### config.mk
export PLATFORM = sky130hd
export DESIGN_NAME = iic_responder
export DESIGN_NICKNAME = d
export VERILOG_FILES = /design/src/rtl/iic_responder.sv
export SDC_FILE = /design/constraint.sdc
export NUM_CORES = 1
export LEC_CHECK = 0
export ABC_AREA = 1
export ABC_CLOCK_PERIOD_IN_PS = 2000
export BUFFER_PORTS_ARGS = -buffer_cell sky130_fd_sc_hd__buf_4
export CORE_MARGIN = 5
export CORE_UTILIZATION = 33
export DETAILED_ROUTE_END_ITERATION = 8
export GPL_TIMING_DRIVEN = 0
export PLACE_DENSITY = 0.46
export SYNTH_ARGS = -nofsm -noshare
export SYNTH_HDL_FRONTEND = slang
export SYNTH_SLANG_ARGS = --single-unit
### constraint.sdc
create_clock -name Sysclk -period 2 [get_ports Sysclk]
set_clock_uncertainty 0.05 [all_clocks]
set_input_delay 0.6 -clock Sysclk [delete_from_list [all_inputs] [get_ports Sysclk]]
set_output_delay 0.6 -clock Sysclk [all_outputs]
set_load 0.01 [all_outputs]
### src/rtl/iic_responder.sv
// I2C target: synchronizes filtered SCL/SDA, decodes START/STOP, matches DEV_ADDR
// and maps bus accesses onto a byte-wide register port with an auto-incrementing pointer.
module iic_responder #(
  parameter logic [6:0] DEV_ADDR = 7'h50
) (
  input  logic       Sysclk,
  input  logic       Rst,
  input  logic       Scl_in,
  input  logic       Sda_in,
  output logic       Sda_out,
  output logic       Sda_t,
  output logic [7:0] Reg_addr,
  output logic [7:0] Reg_wdata,
  output logic       Reg_we,
  output logic       Reg_rd,
  input  logic [7:0] Reg_rdata,
  output logic       Busy
);

  localparam int unsigned BYTE_W = 8;
  localparam int unsigned CNT_W  = 3;

  typedef enum logic [3:0] {
    S_IDLE,
    S_ADDR,
    S_ADDR_ACK,
    S_PTR,
    S_PTR_ACK,
    S_WDATA,
    S_WDATA_ACK,
    S_RDATA,
    S_RDATA_ACK
  } state_t;

  logic scl_s1, scl_s2, scl_h;
  logic sda_s1, sda_s2, sda_h;
  logic scl_rise, scl_fall, start_det, stop_det;

  state_t            state, state_nxt;
  logic [CNT_W-1:0]  bit_cnt, cnt_nxt;
  logic [BYTE_W-1:0] shift, shift_nxt;
  logic [BYTE_W-1:0] byte_in_c;
  logic              byte_done, done_nxt;
  logic              rw, rw_nxt;
  logic              rd_d;
  logic              sda_t_nxt, we_nxt, rd_nxt, busy_nxt;
  logic [BYTE_W-1:0] addr_nxt, wdata_nxt;

  assign Sda_out   = 1'b0;
  assign byte_in_c = {shift[BYTE_W-2:0], sda_h};

  // Synchronizers, history and registered edge/START/STOP pulses (bus idles high)
  always_ff @(posedge Sysclk) begin
    if (Rst) begin
      scl_s1    <= 1'b1;
      scl_s2    <= 1'b1;
      scl_h     <= 1'b1;
      sda_s1    <= 1'b1;
      sda_s2    <= 1'b1;
      sda_h     <= 1'b1;
      scl_rise  <= 1'b0;
      scl_fall  <= 1'b0;
      start_det <= 1'b0;
      stop_det  <= 1'b0;
    end else begin
      scl_s1    <= Scl_in;
      scl_s2    <= scl_s1;
      scl_h     <= scl_s2;
      sda_s1    <= Sda_in;
      sda_s2    <= sda_s1;
      sda_h     <= sda_s2;
      scl_rise  <= scl_s2 & ~scl_h;
      scl_fall  <= ~scl_s2 & scl_h;
      start_det <= scl_s2 & scl_h & sda_h & ~sda_s2;
      stop_det  <= scl_s2 & scl_h & ~sda_h & sda_s2;
    end
  end

  // State and output registers
  always_ff @(posedge Sysclk) begin
    if (Rst) begin
      state     <= S_IDLE;
      bit_cnt   <= '0;
      shift     <= '0;
      byte_done <= 1'b0;
      rw        <= 1'b0;
      rd_d      <= 1'b0;
      Sda_t     <= 1'b1;
      Reg_addr  <= '0;
      Reg_wdata <= '0;
      Reg_we    <= 1'b0;
      Reg_rd    <= 1'b0;
      Busy      <= 1'b0;
    end else begin
      state     <= state_nxt;
      bit_cnt   <= cnt_nxt;
      shift     <= shift_nxt;
      byte_done <= done_nxt;
      rw        <= rw_nxt;
      rd_d      <= Reg_rd;
      Sda_t     <= sda_t_nxt;
      Reg_addr  <= addr_nxt;
      Reg_wdata <= wdata_nxt;
      Reg_we    <= we_nxt;
      Reg_rd    <= rd_nxt;
      Busy      <= busy_nxt;
    end
  end

  // Next-state and output decode; START/STOP override all bit handling
  always_comb begin
    state_nxt = state;
    cnt_nxt   = bit_cnt;
    shift_nxt = shift;
    done_nxt  = byte_done;
    rw_nxt    = rw;
    sda_t_nxt = Sda_t;
    addr_nxt  = Reg_addr;
    wdata_nxt = Reg_wdata;
    we_nxt    = 1'b0;
    rd_nxt    = 1'b0;
    busy_nxt  = Busy;

    // User data arrives the cycle after the read request
    if (rd_d) shift_nxt = Reg_rdata;

    if (stop_det) begin
      state_nxt = S_IDLE;
      sda_t_nxt = 1'b1;
      busy_nxt  = 1'b0;
      done_nxt  = 1'b0;
    end else if (start_det) begin
      state_nxt = S_ADDR;
      cnt_nxt   = '0;
      sda_t_nxt = 1'b1;
      done_nxt  = 1'b0;
    end else begin
      unique case (state)
        S_ADDR, S_PTR, S_WDATA: begin
          if (scl_rise) begin
            shift_nxt = byte_in_c;
            cnt_nxt   = bit_cnt + 3'd1;
            if (bit_cnt == 3'd7) begin
              done_nxt = 1'b1;
              if (state == S_WDATA) begin
                we_nxt    = 1'b1;
                wdata_nxt = byte_in_c;
              end
            end
          end else if (scl_fall && byte_done) begin
            done_nxt = 1'b0;
            if (state == S_ADDR) begin
              if (shift[BYTE_W-1:1] == DEV_ADDR) begin
                sda_t_nxt = 1'b0;
                state_nxt = S_ADDR_ACK;
                busy_nxt  = 1'b1;
                rw_nxt    = shift[0];
              end else begin
                state_nxt = S_IDLE;
                busy_nxt  = 1'b0;
              end
            end else if (state == S_PTR) begin
              addr_nxt  = shift;
              sda_t_nxt = 1'b0;
              state_nxt = S_PTR_ACK;
            end else begin
              sda_t_nxt = 1'b0;
              state_nxt = S_WDATA_ACK;
            end
          end
        end
        S_ADDR_ACK: begin
          if (scl_rise && rw) begin
            rd_nxt = 1'b1;
          end else if (scl_fall) begin
            if (rw) begin
              state_nxt = S_RDATA;
              sda_t_nxt = shift[BYTE_W-1];
              shift_nxt = {shift[BYTE_W-2:0], 1'b0};
              cnt_nxt   = 3'd1;
            end else begin
              sda_t_nxt = 1'b1;
              state_nxt = S_PTR;
            end
          end
        end
        S_PTR_ACK: begin
          if (scl_fall) begin
            sda_t_nxt = 1'b1;
            state_nxt = S_WDATA;
          end
        end
        S_WDATA_ACK: begin
          if (scl_fall) begin
            sda_t_nxt = 1'b1;
            addr_nxt  = Reg_addr + 8'd1;
            state_nxt = S_WDATA;
          end
        end
        S_RDATA: begin
          // bit_cnt wraps to 0 once all 8 bits have been put on the bus
          if (scl_fall) begin
            if (bit_cnt == 3'd0) begin
              sda_t_nxt = 1'b1;
              state_nxt = S_RDATA_ACK;
            end else begin
              sda_t_nxt = shift[BYTE_W-1];
              shift_nxt = {shift[BYTE_W-2:0], 1'b0};
              cnt_nxt   = bit_cnt + 3'd1;
            end
          end
        end
        S_RDATA_ACK: begin
          if (scl_rise) begin
            if (!sda_h) begin
              addr_nxt = Reg_addr + 8'd1;
              rd_nxt   = 1'b1;
              done_nxt = 1'b1;
            end else begin
              state_nxt = S_IDLE;
            end
          end else if (scl_fall && byte_done) begin
            done_nxt  = 1'b0;
            state_nxt = S_RDATA;
            sda_t_nxt = shift[BYTE_W-1];
            shift_nxt = {shift[BYTE_W-2:0], 1'b0};
            cnt_nxt   = 3'd1;
          end
        end
        S_IDLE: ;
        default: state_nxt = S_IDLE;
      endcase
    end
  end

endmodule

==> results of run 1 <==
==> registers in the layout (all words and copies together), names as in the netlist, 3 cells and up <==
register / count
Reg_addr: 8
Reg_wdata: 8
shift: 8
state: 4
bit_cnt: 3
==> Yosys cell counts, drive strengths merged <==
cell type and number:
nand3b 3, o21ai 45, nand2 158, ha 4, o211ai 1, buf 9
clkinv 2, a31oi 2, dfxtp 48, nand3 35, nor3 9, nor4 1
o2111ai 1, nand4 5, nor2 90, inv 44, clkbuf 5, a21oi 29
conb 1, and2 1, or2 5
==> what timing repair did <==
action / 4_1_cts / 5_1_grt
resized for setup: 1 / 5
setup endpoints to repair: 4 / 11
pin swaps: 0 / 1
==> area by class of cell <==
class	instances	area share (%)
clock buffer	6	2.37
inverter	46	4.96
timing repair buffer	30	6.47
clock inverter	2	1.11
multi-input combinational	390	51.3
tap	108	3.88
buffer	14	2.23
sequential	48	27.6
==> power by group through the flow <==
| stage | logic (mW) | clock network (mW) | registers (mW) |
|---|---|---|---|
| after CTS | 1.50 | 0.807 | 1.20 |
| after global placement | 1.50 | 0 | 1.22 |
| after detailed placement | 1.49 | 0 | 1.22 |
| after floorplan | 1.09 | 0 | 1.22 |
| final | 1.50 | 0.769 | 1.20 |
| after global routing | 1.70 | 0.858 | 1.23 |
==> worst register-to-register path, cell delays in order (launching register included) <==
cell,delay (ns)
dfxtp_1,0.31
buf_2,0.16
nor2_2,0.23
nand2_1,0.16
nand2_2,0.17
nor2_1,0.09
nor2_4,0.25
nand2_4,0.13
nor2_1,0.15
nor3_2,0.06
==> through the flow <==
| step | hold WS, ns | util (%) | TNS (ns) |
|---|---|---|---|
| after floorplan | 0.339 | - | 0 |
| after global placement | 0.344 | 38.3 | -0.0273 |
| after detailed placement | 0.346 | 38.3 | -0.0212 |
| after CTS | 0.374 | 39.7 | 0 |
| after global routing | 0.388 | 39.7 | 0 |
| final | 0.369 | 39.7 | 0 |
==> worst min-delay path by stage <==
stage	start	to	slack, ns	cells after the start
after floorplan	scl_s1	scl_s2	0.34	1
after global placement	scl_s1	scl_s2	0.34	1
after detailed placement	sda_s1	sda_s2	0.35	1
after CTS	sda_s1	sda_s2	0.37	1
after global routing	scl_s1	scl_s2	0.39	1
final	sda_s1	sda_s2	0.37	1
==> logic make-up (layout without fill, tap and decap cells) <==
family                     after synthesis  after routing  share of synthesized area, %
DFF                                     48             48                          32.1
and+or+nand+nor                        307            307                          44.5
buffers and inverters                   60             98                          8.32
adders and majority gates                4              4                          1.67
AOI/OAI and AO/OA                       78             78                          13.3
other                                    1              1                         0.125
==> per-layer routing <==
layer	GRT usage (%)	up-vias
li1	-	1664
met3	2.63	10
met2	24.3	87
met1	24.3	1457
met5	0	-
met4	3.47	0
==> qor.txt, run 1 <==
Status -> finished clean
WP depth -> 9
Met3 wire len -> 515 µm
Crit-path max cell delay -> 0.31 ns
Vias post-DR -> 3218
Critical path data arrival time -> 2.01 ns
Reg power frac -> 34.6%
Diodes inserted -> 0
Die Span Y -> 105 µm
Cell taking the most area after synthesis -> dfxtp_1
Max-cap violations -> 0
Setup Fix Bufs, Post-CTS -> 0
Top Family by Delay on Critical Path -> simple AND/OR/NAND/NOR gates
Clock share of power -> 22.2%
RSZ-0062 raised after global routing -> false
Setup CP Type -> register to register
Worst EP required -> 2.13 ns
Switching power -> 1.48 mW
Fin. Hold Viols -> 0
CP startpoint -> state[0]
Routed len/inst -> 14.0 µm
Gate Count Post-Synth -> 498
Multi-input logic area -> 1790 µm²
LEAKAGE -> 1.62 nW
Initial antenna violation count -> 0
PwrDens -> 997 nW/µm²
Max Fanout on Critical Path -> 9
Die Wd -> 105 µm
Post-CTS Hold Fix Bufs -> 0
CP cell instances -> buf_2, nor2_2, nand2_1, nand2_2, nor2_1, nor2_4, nand2_4, nor2_1, nor3_2
Crit path launch type -> register
Hpwl dp -> 7060 µm
Synth cell types -> 30
Placeable Area -> 8760 µm²
Layout cells sized above 1 -> 15.5%
Met2 wire length -> 3910 µm
Number of I/O pins -> 33
# port buffers -> 30
CTS Sinks -> 48
M1 WL -> 4490 µm
Placed cell areas -> 3350 µm²
Fmax -> 532 MHz
CTS tree -> done
Post-placement setup slack -> -0.0125 ns
Final total power -> 3.47 mW
Worst vdd ir -> 0.334 mV
Register-to-register path setup slack -> 0.12 ns
Worst min path class -> register to register
Net count after synthesis -> 514
Clock Tree Buf Depth -> 2
DRT Pass-1 Iters -> 5
First-pass GRT wire length -> 14700 µm
Final setup viols -> 0
Vias per cell -> 5.00
Remaining Overflow, GRT -> 0
Site Rows -> 34
Worst relative slew slack -> 55.9%
Synth top area cells -> dfxtp_1 (32%), nand2_1 (19%), nor2_1 (10%)
Iter 0 DRT Violations -> 205
Internal power -> 1.99 mW
Vias in the first global route -> 2841
Final WL -> 9020 µm
Sw Share -> 42.6%
Seq/Total Area, Yosys -> 32.1%
Final instance area -> 3480 µm²
CP Capture Type -> register
Total track usage -> 16.2%
Clock slew at reported path FFs -> 0.10 ns
Synthesized cell area -> 2990 µm²
DR top layer -> met4
Mean Syn Cell Area -> 6.01 µm²
Gate power share -> 43.2%
DRC viols -> 0
Largest net degree at the start of global routing -> 16
Worst-Skew Late Latency -> 0.31 ns
Crit-path most repeated cell -> nor2_1
Antenna-violating nets left -> 0
GP Congestion -> 0.841
H-tree lvl count -> 2
Yosys reg bits -> 48
Initial Util -> 34.2%
Fill count -> 971
Fin cells -> 644
Worst r2r path cells -> 9
Final period util -> 94.1%
Most frequent cells in the layout -> nand2_1 (151), nor2_1 (80), dfxtp_1 (47), o21ai_0 (41), inv_1 (36)
FF+latch area -> 962 µm²
CTS buffer count -> 5
Top cell type's share of synthesized area -> 32.1%
Final worst slack -> 0.119 ns
Critical-path top delay cell -> dfxtp_1
Yosys warnings -> 0
Setup crit end -> Reg_addr[4]
Die Footprint -> 11100 µm²
Most common cell after layout, fill and taps aside -> nand2_1
Min Clock Period, post-route -> 1.88 ns
Max-slew violations -> 0
Layout area overhead -> 16.3%
Placed insts -> 636
Final net count -> 551
Buf/Inv on CP -> 1
CTS Root Cell -> clkbuf_8
Slew @ Worst Pin -> 0.655 ns
Reg2reg start -> state[0]
Reg2reg end -> Reg_addr[4]
Power figures use the tool's default switching activity.
==> run 2: changes to the inputs <==
--- a/config.mk
+++ b/config.mk
@@ -6,7 +6,7 @@
 export NUM_CORES = 1
 export LEC_CHECK = 0
 export ABC_AREA = 1
-export ABC_CLOCK_PERIOD_IN_PS = 2000
+export ABC_CLOCK_PERIOD_IN_PS = 1800
 export BUFFER_PORTS_ARGS = -buffer_cell sky130_fd_sc_hd__buf_4
 export CORE_MARGIN = 5
 export CORE_UTILIZATION = 33
==> constraint.sdc (replaced) <==
create_clock -name Sysclk -period 1.8 [get_ports Sysclk]
set_clock_uncertainty 0.05 [all_clocks]
set_input_delay 0.54 -clock Sysclk [delete_from_list [all_inputs] [get_ports Sysclk]]
set_output_delay 0.54 -clock Sysclk [all_outputs]
set_load 0.01 [all_outputs]
==> run 2 against run 1 <==
  * Utilization increased by 2.5 points
  * Largest cell class unchanged
  * Critical path type unchanged
  * Via count increased by 1.2%
  * Count of clock-buffer cells in the layout unchanged
  * Highest routed layer unchanged
==> qor.txt, run 2 (synthesis results as in run 1) <==
Clock Tree Buf Depth -> 2 (unchanged)
Crit path launch type -> register
Final worst slack -> 0.112 ns (-0.00613 ns)
Initial antenna violation count -> 0 (unchanged)
Die Wd -> 105 µm (unchanged)
Final instance area -> 3700 µm² (+6.4%)
Setup TNS -> 0 ns (unchanged)
Min Clock Period, post-route -> 1.69 ns (-0.194 ns)
Routed len/inst -> 14.0 µm (+0.31%)
Fin. Hold Viols -> 0 (unchanged)
Worst EP required -> 2.00 ns (-0.13 ns)
Max-cap violations -> 0 (unchanged)
Vias in the first global route -> 2884 (+1.5%)
Top Family by Delay on Critical Path -> buffers and inverters
Worst relative slew slack -> 64.5% (+8.6 points)
# port buffers -> 30 (unchanged)
Vias per cell -> 4.97 (-0.49%)
Largest net degree at the start of global routing -> 16 (unchanged)
Most common cell after layout, fill and taps aside -> nand2_1
Final period util -> 93.8% (-0.32 points)
Final setup viols -> 0 (unchanged)
CTS Sinks -> 48 (unchanged)
Critical path data arrival time -> 1.88 ns (-0.13 ns)
Final net count -> 562 (+2.0%)
Critical-path top delay cell -> dfxtp_1
First-pass GRT wire length -> 14800 µm (+0.94%)
Die Footprint -> 11100 µm² (unchanged)
Fill count -> 956 (-1.5%)
Crit-path most repeated cell -> nor2_1
CTS buffer count -> 5 (unchanged)
CP Capture Type -> register
H-tree lvl count -> 2 (unchanged)
Layout area overhead -> 23.7%
Buf/Inv on CP -> 4 (+3)
Crit-path max cell delay -> 0.32 ns (about the same)
Worst min path class -> input pin to register
Setup CP Type -> register to register
Vias post-DR -> 3257 (+1.2%)
CP cell instances -> clkbuf_4, inv_1, nor2_1, nand2_1, nor2_1, nand3_1, inv_2, buf_4, o21ai_0, a21oi_1
Placeable Area -> 8760 µm² (unchanged)
Number of I/O pins -> 33 (unchanged)
GP Congestion -> 0.841 (unchanged)
Worst hold slack -> 0.358 ns (-0.0110 ns)
Final total power -> 4.10 mW (+18%)
DRC viols -> 0 (unchanged)
Max-slew violations -> 0 (unchanged)
Post-placement setup slack -> -0.212 ns (-0.200 ns)
CTS tree -> done
Remaining Overflow, GRT -> 0 (unchanged)
Final WL -> 9200 µm (+2.0%)
LEAKAGE -> 1.69 nW (+4.8%)
Total track usage -> 16.3% (+0.14 points)
Regs by FF count -> Reg_addr: 8 flops, Reg_wdata: 8 flops, shift: 8 flops
Hpwl dp -> 7060 µm (unchanged)
Die Span Y -> 105 µm (unchanged)
Placed cell areas -> 3350 µm² (unchanged)
Most frequent cells in the layout -> nand2_1 (146), nor2_1 (79), buf_4 (45), dfxtp_1 (41), inv_1 (36)
Fmax -> 593 MHz (+11%)
Status -> finished clean
DRT Pass-1 Iters -> 5 (unchanged)
Worst vdd ir -> 0.365 mV (+9.3%)
Diodes inserted -> 0 (unchanged)
Worst-Skew Late Latency -> 0.31 ns (about the same)
Site Rows -> 34 (unchanged)
Slew @ Worst Pin -> 0.533 ns (-0.123 ns)
Antenna-violating nets left -> 0 (unchanged)
Clock slew at reported path FFs -> 0.10 ns (about the same)
Max Fanout on Critical Path -> 10 (+1)
PwrDens -> 1110 nW/µm² (+11%)
Initial Util -> 34.2% (unchanged)
Register-to-register path setup slack -> 0.11 ns (about the same)
CTS Root Cell -> clkbuf_8
Iter 0 DRT Violations -> 191 (-6.8%)
Layout cells sized above 1 -> 21.0% (+5.5 points)
run 2: stage by stage:
stage               util [%]  cells
finish                  42.3    655
global route            42.3    655
CTS                     40.4    650
global placement        38.3    636
floorplan                  -    498
detailed placement      38.3    636
run 2: layout make-up:
type / instances / area [µm²] / share of cell area, %
inverter: 46 / 181 / 4.90
clock buffer: 6 / 82.6 / 2.23
tap: 108 / 135 / 3.65
multi-input combinational: 390 / 1890 / 51.1
clock inverter: 2 / 38.8 / 1.05
sequential: 48 / 975 / 26.3
timing repair buffer: 40 / 313 / 8.44
timing repair inverter: 1 / 5.00 / 0.135
buffer: 14 / 82.6 / 2.23
run 2: repair_timing:
action                     in CTS  in global routing
resized for setup               8                 44
setup endpoints to repair      16                 27
pin swaps                       2                  7
cloned                          0                  1
buffers inserted                6                  4
hold buffers                    0                  0
run 2: worst reg2reg max path, stage by stage (launching register included):
cell,delay [ns]
dfxtp_1,0.32
clkbuf_4,0.20
inv_1,0.06
nor2_1,0.13
nand2_1,0.09
nor2_1,0.09
nand3_1,0.18
inv_2,0.12
buf_4,0.16
o21ai_0,0.08
a21oi_1,0.14
run 2: layer usage:
metal  vias up  part of all wire, %  GRT usage, %
met1      1494                   50          24.4
met2        68                   44          24.7
met3         8                  5.0          2.63
li1       1687                    -             -
met4         0                  1.0          3.47
met5         -                    0             0
run 2: power breakdown:
group / internal (mW) / switching, mW
combinational: 0.704 / 1.19
sequential: 1.21 / 0.138
clock: 0.455 / 0.397
total: 2.37 / 1.73
run 2: final timing paths:
| check | from | endpoint | depth (start not counted) |
|---|---|---|---|
| worst max register to register | state[0] | Reg_wdata[7] | 10 |
| worst min-delay path | Scl_in | scl_s1 | 2 |
| worst min register to register | sda_s1 | sda_s2 | 1 |
| worst max-delay path | state[0] | Reg_wdata[7] | 10 |
==> run 3: changes to the inputs <==
--- a/config.mk
+++ b/config.mk
@@ -5,13 +5,13 @@
 export SDC_FILE = /design/constraint.sdc
 export NUM_CORES = 1
 export LEC_CHECK = 0
-export ABC_AREA = 1
 export ABC_CLOCK_PERIOD_IN_PS = 1800
 export BUFFER_PORTS_ARGS = -buffer_cell sky130_fd_sc_hd__buf_4
 export CORE_MARGIN = 5
 export CORE_UTILIZATION = 33
 export DETAILED_ROUTE_END_ITERATION = 8
 export GPL_TIMING_DRIVEN = 0
+export MAX_ROUTING_LAYER = met4
 export PLACE_DENSITY = 0.46
 export SYNTH_ARGS = -nofsm -noshare
 export SYNTH_HDL_FRONTEND = slang
==> run 3 against run 2 <==
  * The flow now finishes with violations (negative setup slack)
  * Count of clock-buffer cells in the layout is the same
  * First-iteration DRC count down 41%
  * Via count is 20% lower
  * Setup slack worse by 0.22 ns
  * Largest cell class unchanged
  * Highest routed layer unchanged
==> qor.txt, run 3 <==
Status -> finished, violations left
Failing checks -> negative setup slack
Fin. Hold Viols -> 0 (unchanged)
H-tree lvl count -> 2 (unchanged)
Placed insts -> 440 (-31%)
Die Span Y -> 99.7 µm (-5.3%)
Layout area overhead -> 46.2%
Setup TNS -> -0.251 ns (-0.251 ns)
Worst relative slew slack -> 53.4% (-11 points)
Vias post-DR -> 2617 (-20%)
Crit-path max cell delay -> 0.52 ns (+0.20 ns)
Reg2reg start -> state[1]
Layout cells sized above 1 -> 44.4% (+23 points)
Number of I/O pins -> 33 (unchanged)
CTS Sinks -> 48 (unchanged)
GP Congestion -> 0.943 (+12%)
Worst min path class -> input pin to register
Yosys warnings -> 0 (unchanged)
Final setup viols -> 3 (+3)
Top cell type's share of synthesized area -> 36.2% (+4.1 points)
Most frequent cells in the layout -> buf_4 (64), dfxtp_1 (39), nor2_1 (26), mux2i_1 (21), a21oi_1 (19)
Critical-path top delay cell -> or4_4
Gate Count Post-Synth -> 307 (-38%)
Max-slew violations -> 0 (unchanged)
Clock Tree Buf Depth -> 2 (unchanged)
Die Footprint -> 9930 µm² (-10%)
Final WL -> 8340 µm (-9.3%)
Slew @ Worst Pin -> 0.699 ns (+0.167 ns)
Fin cells -> 485 (-26%)
CTS buffer count -> 5 (unchanged)
Crit path launch type -> register
Min Clock Period, post-route -> 1.91 ns (+0.219 ns)
Seq/Total Area, Yosys -> 36.2% (+4.1 points)
Antenna-violating nets left -> 0 (unchanged)
Hpwl dp -> 5350 µm (-24%)
DRT Pass-1 Iters -> 4 (-1)
Vias in the first global route -> 2431 (-16%)
Final instance area -> 3880 µm² (+4.7%)
First-pass GRT wire length -> 12900 µm (-13%)
Setup CP Type -> register to register
Top cells by count, synth -> dfxtp_1 (48), a21oi_1 (28), nor2_1 (28), mux2i_1 (21), nand2_1 (18)
CP Capture Type -> register
Total track usage -> 16.7% (+0.36 points)
CTS tree -> done
Final net count -> 398 (-29%)
Ys async rst share -> 0% (unchanged)
Max Fanout on Critical Path -> 8 (-2)
Net count after synthesis -> 323 (-37%)
PwrDens -> 1070 nW/µm² (-3.4%)
Vias per cell -> 5.40 (+8.5%)
Placed cell areas -> 3010 µm² (-10%)
Die Wd -> 99.7 µm (-5.3%)
CP startpoint -> state[1]
Fill count -> 776 (-19%)
Initial Util -> 34.1% (about the same)
Site Rows -> 32 (-5.9%)
Fmax -> 524 MHz (-11%)
Worst EP required -> 1.96 ns (-0.04 ns)
CP cell instances -> buf_8, and2_4, a32oi_2, nand2_2, or4_4, a311oi_2
Buf/Inv on CP -> 1 (-3)
Cell taking the most area after synthesis -> dfxtp_1
Final total power -> 4.14 mW (+1.1%)
Top Family by Delay on Critical Path -> simple AND/OR/NAND/NOR gates
Mean Syn Cell Area -> 8.64 µm² (+44%)
Synth cell types -> 62 (+110%)
CTS Root Cell -> clkbuf_8
Post-placement setup slack -> -0.340 ns (-0.127 ns)
RSZ-0062 raised after global routing -> true
HP Start -> Scl_in
Most common cell after layout, fill and taps aside -> buf_4
Diodes inserted -> 0 (unchanged)
Synth top area cells -> dfxtp_1 (36%), mux2i_1 (7.9%), a21oi_1 (5.3%)
# port buffers -> 31 (+3.3%)
Iter 0 DRT Violations -> 112 (-41%)
Synthesized cell area -> 2650 µm² (-11%)
Yosys reg bits -> 48 (unchanged)
Worst vdd ir -> 0.437 mV (+20%)
Initial antenna violation count -> 0 (unchanged)
Routed len/inst -> 17.2 µm (+22%)
Critical path data arrival time -> 2.07 ns (+0.19 ns)
DRC viols -> 0 (unchanged)
Count leader, synth -> dfxtp_1
Ys flop type -> dfxtp_1
Placeable Area -> 7770 µm² (-11%)
Max-cap violations -> 0 (unchanged)
Worst-Skew Late Latency -> 0.31 ns (about the same)
Remaining Overflow, GRT -> 0 (unchanged)
LEAKAGE -> 1.46 nW (-14%)
Clock slew at reported path FFs -> 0.09 ns (about the same)
Regs by FF count -> Reg_addr: 8 flops, Reg_wdata: 8 flops, shift: 8 flops
Largest net degree at the start of global routing -> 16 (unchanged)
Final worst slack -> -0.107 ns (-0.219 ns)
Number of flops mapped to enable cells by yosys -> 0 (unchanged)
Final period util -> 106% (+12 points)
run 3: cell types whose count changed in the layout (fill, tap and decap cells not counted), sizes merged, moves of 28 or more:
cell,change
inv,-36
nand3,-28
buf,+31
nand2,-139
o21ai,-31
nor2,-61
run 3: cell families after synthesis:
| family | synth area share (%) |
|---|---|
| XOR/XNOR | 0.944 |
| buffers and inverters | 5.38 |
| flip-flops | 36.2 |
| adder cells (fa/ha/maj) | 1.89 |
| other | 0.141 |
| multiplexers | 8.35 |
| AO/OA/AOI/OAI | 19.3 |
| AND/OR/NAND/NOR | 27.7 |
run 3: path summary, 6_finish.rpt:
path / endpoint / slack, ns / depth (start not counted)
worst min register to register: scl_s2 / 0.37 / 1
worst max-delay path: state[0] / -0.11 / 6
worst min-delay path: scl_s1 / 0.36 / 2
worst max register to register: state[0] / -0.11 / 6
run 3: timing repair:
action	in CTS	in global routing
buffers inserted	24	12
gates cloned	1	2
endpoints found under the setup margin	34	32
gates resized for setup	66	52
pin swaps	20	8
hold buffers	0	0
hold endpoints to repair	0	0
run 3: stage by stage:
step                utilization [%]  hold WS [ns]
floorplan                         -         0.339
global placement               38.8         0.344
detailed placement             38.8         0.344
CTS                            45.8         0.354
global route                   49.9         0.354
finish                         49.9         0.360
run 3: where the power goes:
| part | internal (mW) | total (mW) | switching (mW) |
|---|---|---|---|
| combinational | 1.11 | 2.17 | 1.06 |
| clock | 0.277 | 0.670 | 0.393 |
| sequential | 1.17 | 1.30 | 0.125 |
| total | 2.56 | 4.14 | 1.58 |
run 3: per-layer routing:
layer  up-vias  GRT usage, %  routed length [µm]
li1       1266             -                   -
met3        11          2.52                 418
met4         0          3.89                 116
met5         -             -                   0
met2        93          24.6                3830
met1      1247          24.0                3980
run 3: final cells by class:
class	instances	area (µm²)	share of cell area [%]
well taps	102	128	3.29
repair buffers	68	563	14.5
multi-input cells	232	1910	49.3
flip-flops and latches	48	977	25.2
plain buffers	19	178	4.58
clock inverters	2	16.3	0.419
clock buffers	6	72.6	1.87
inverters	8	30.0	0.774
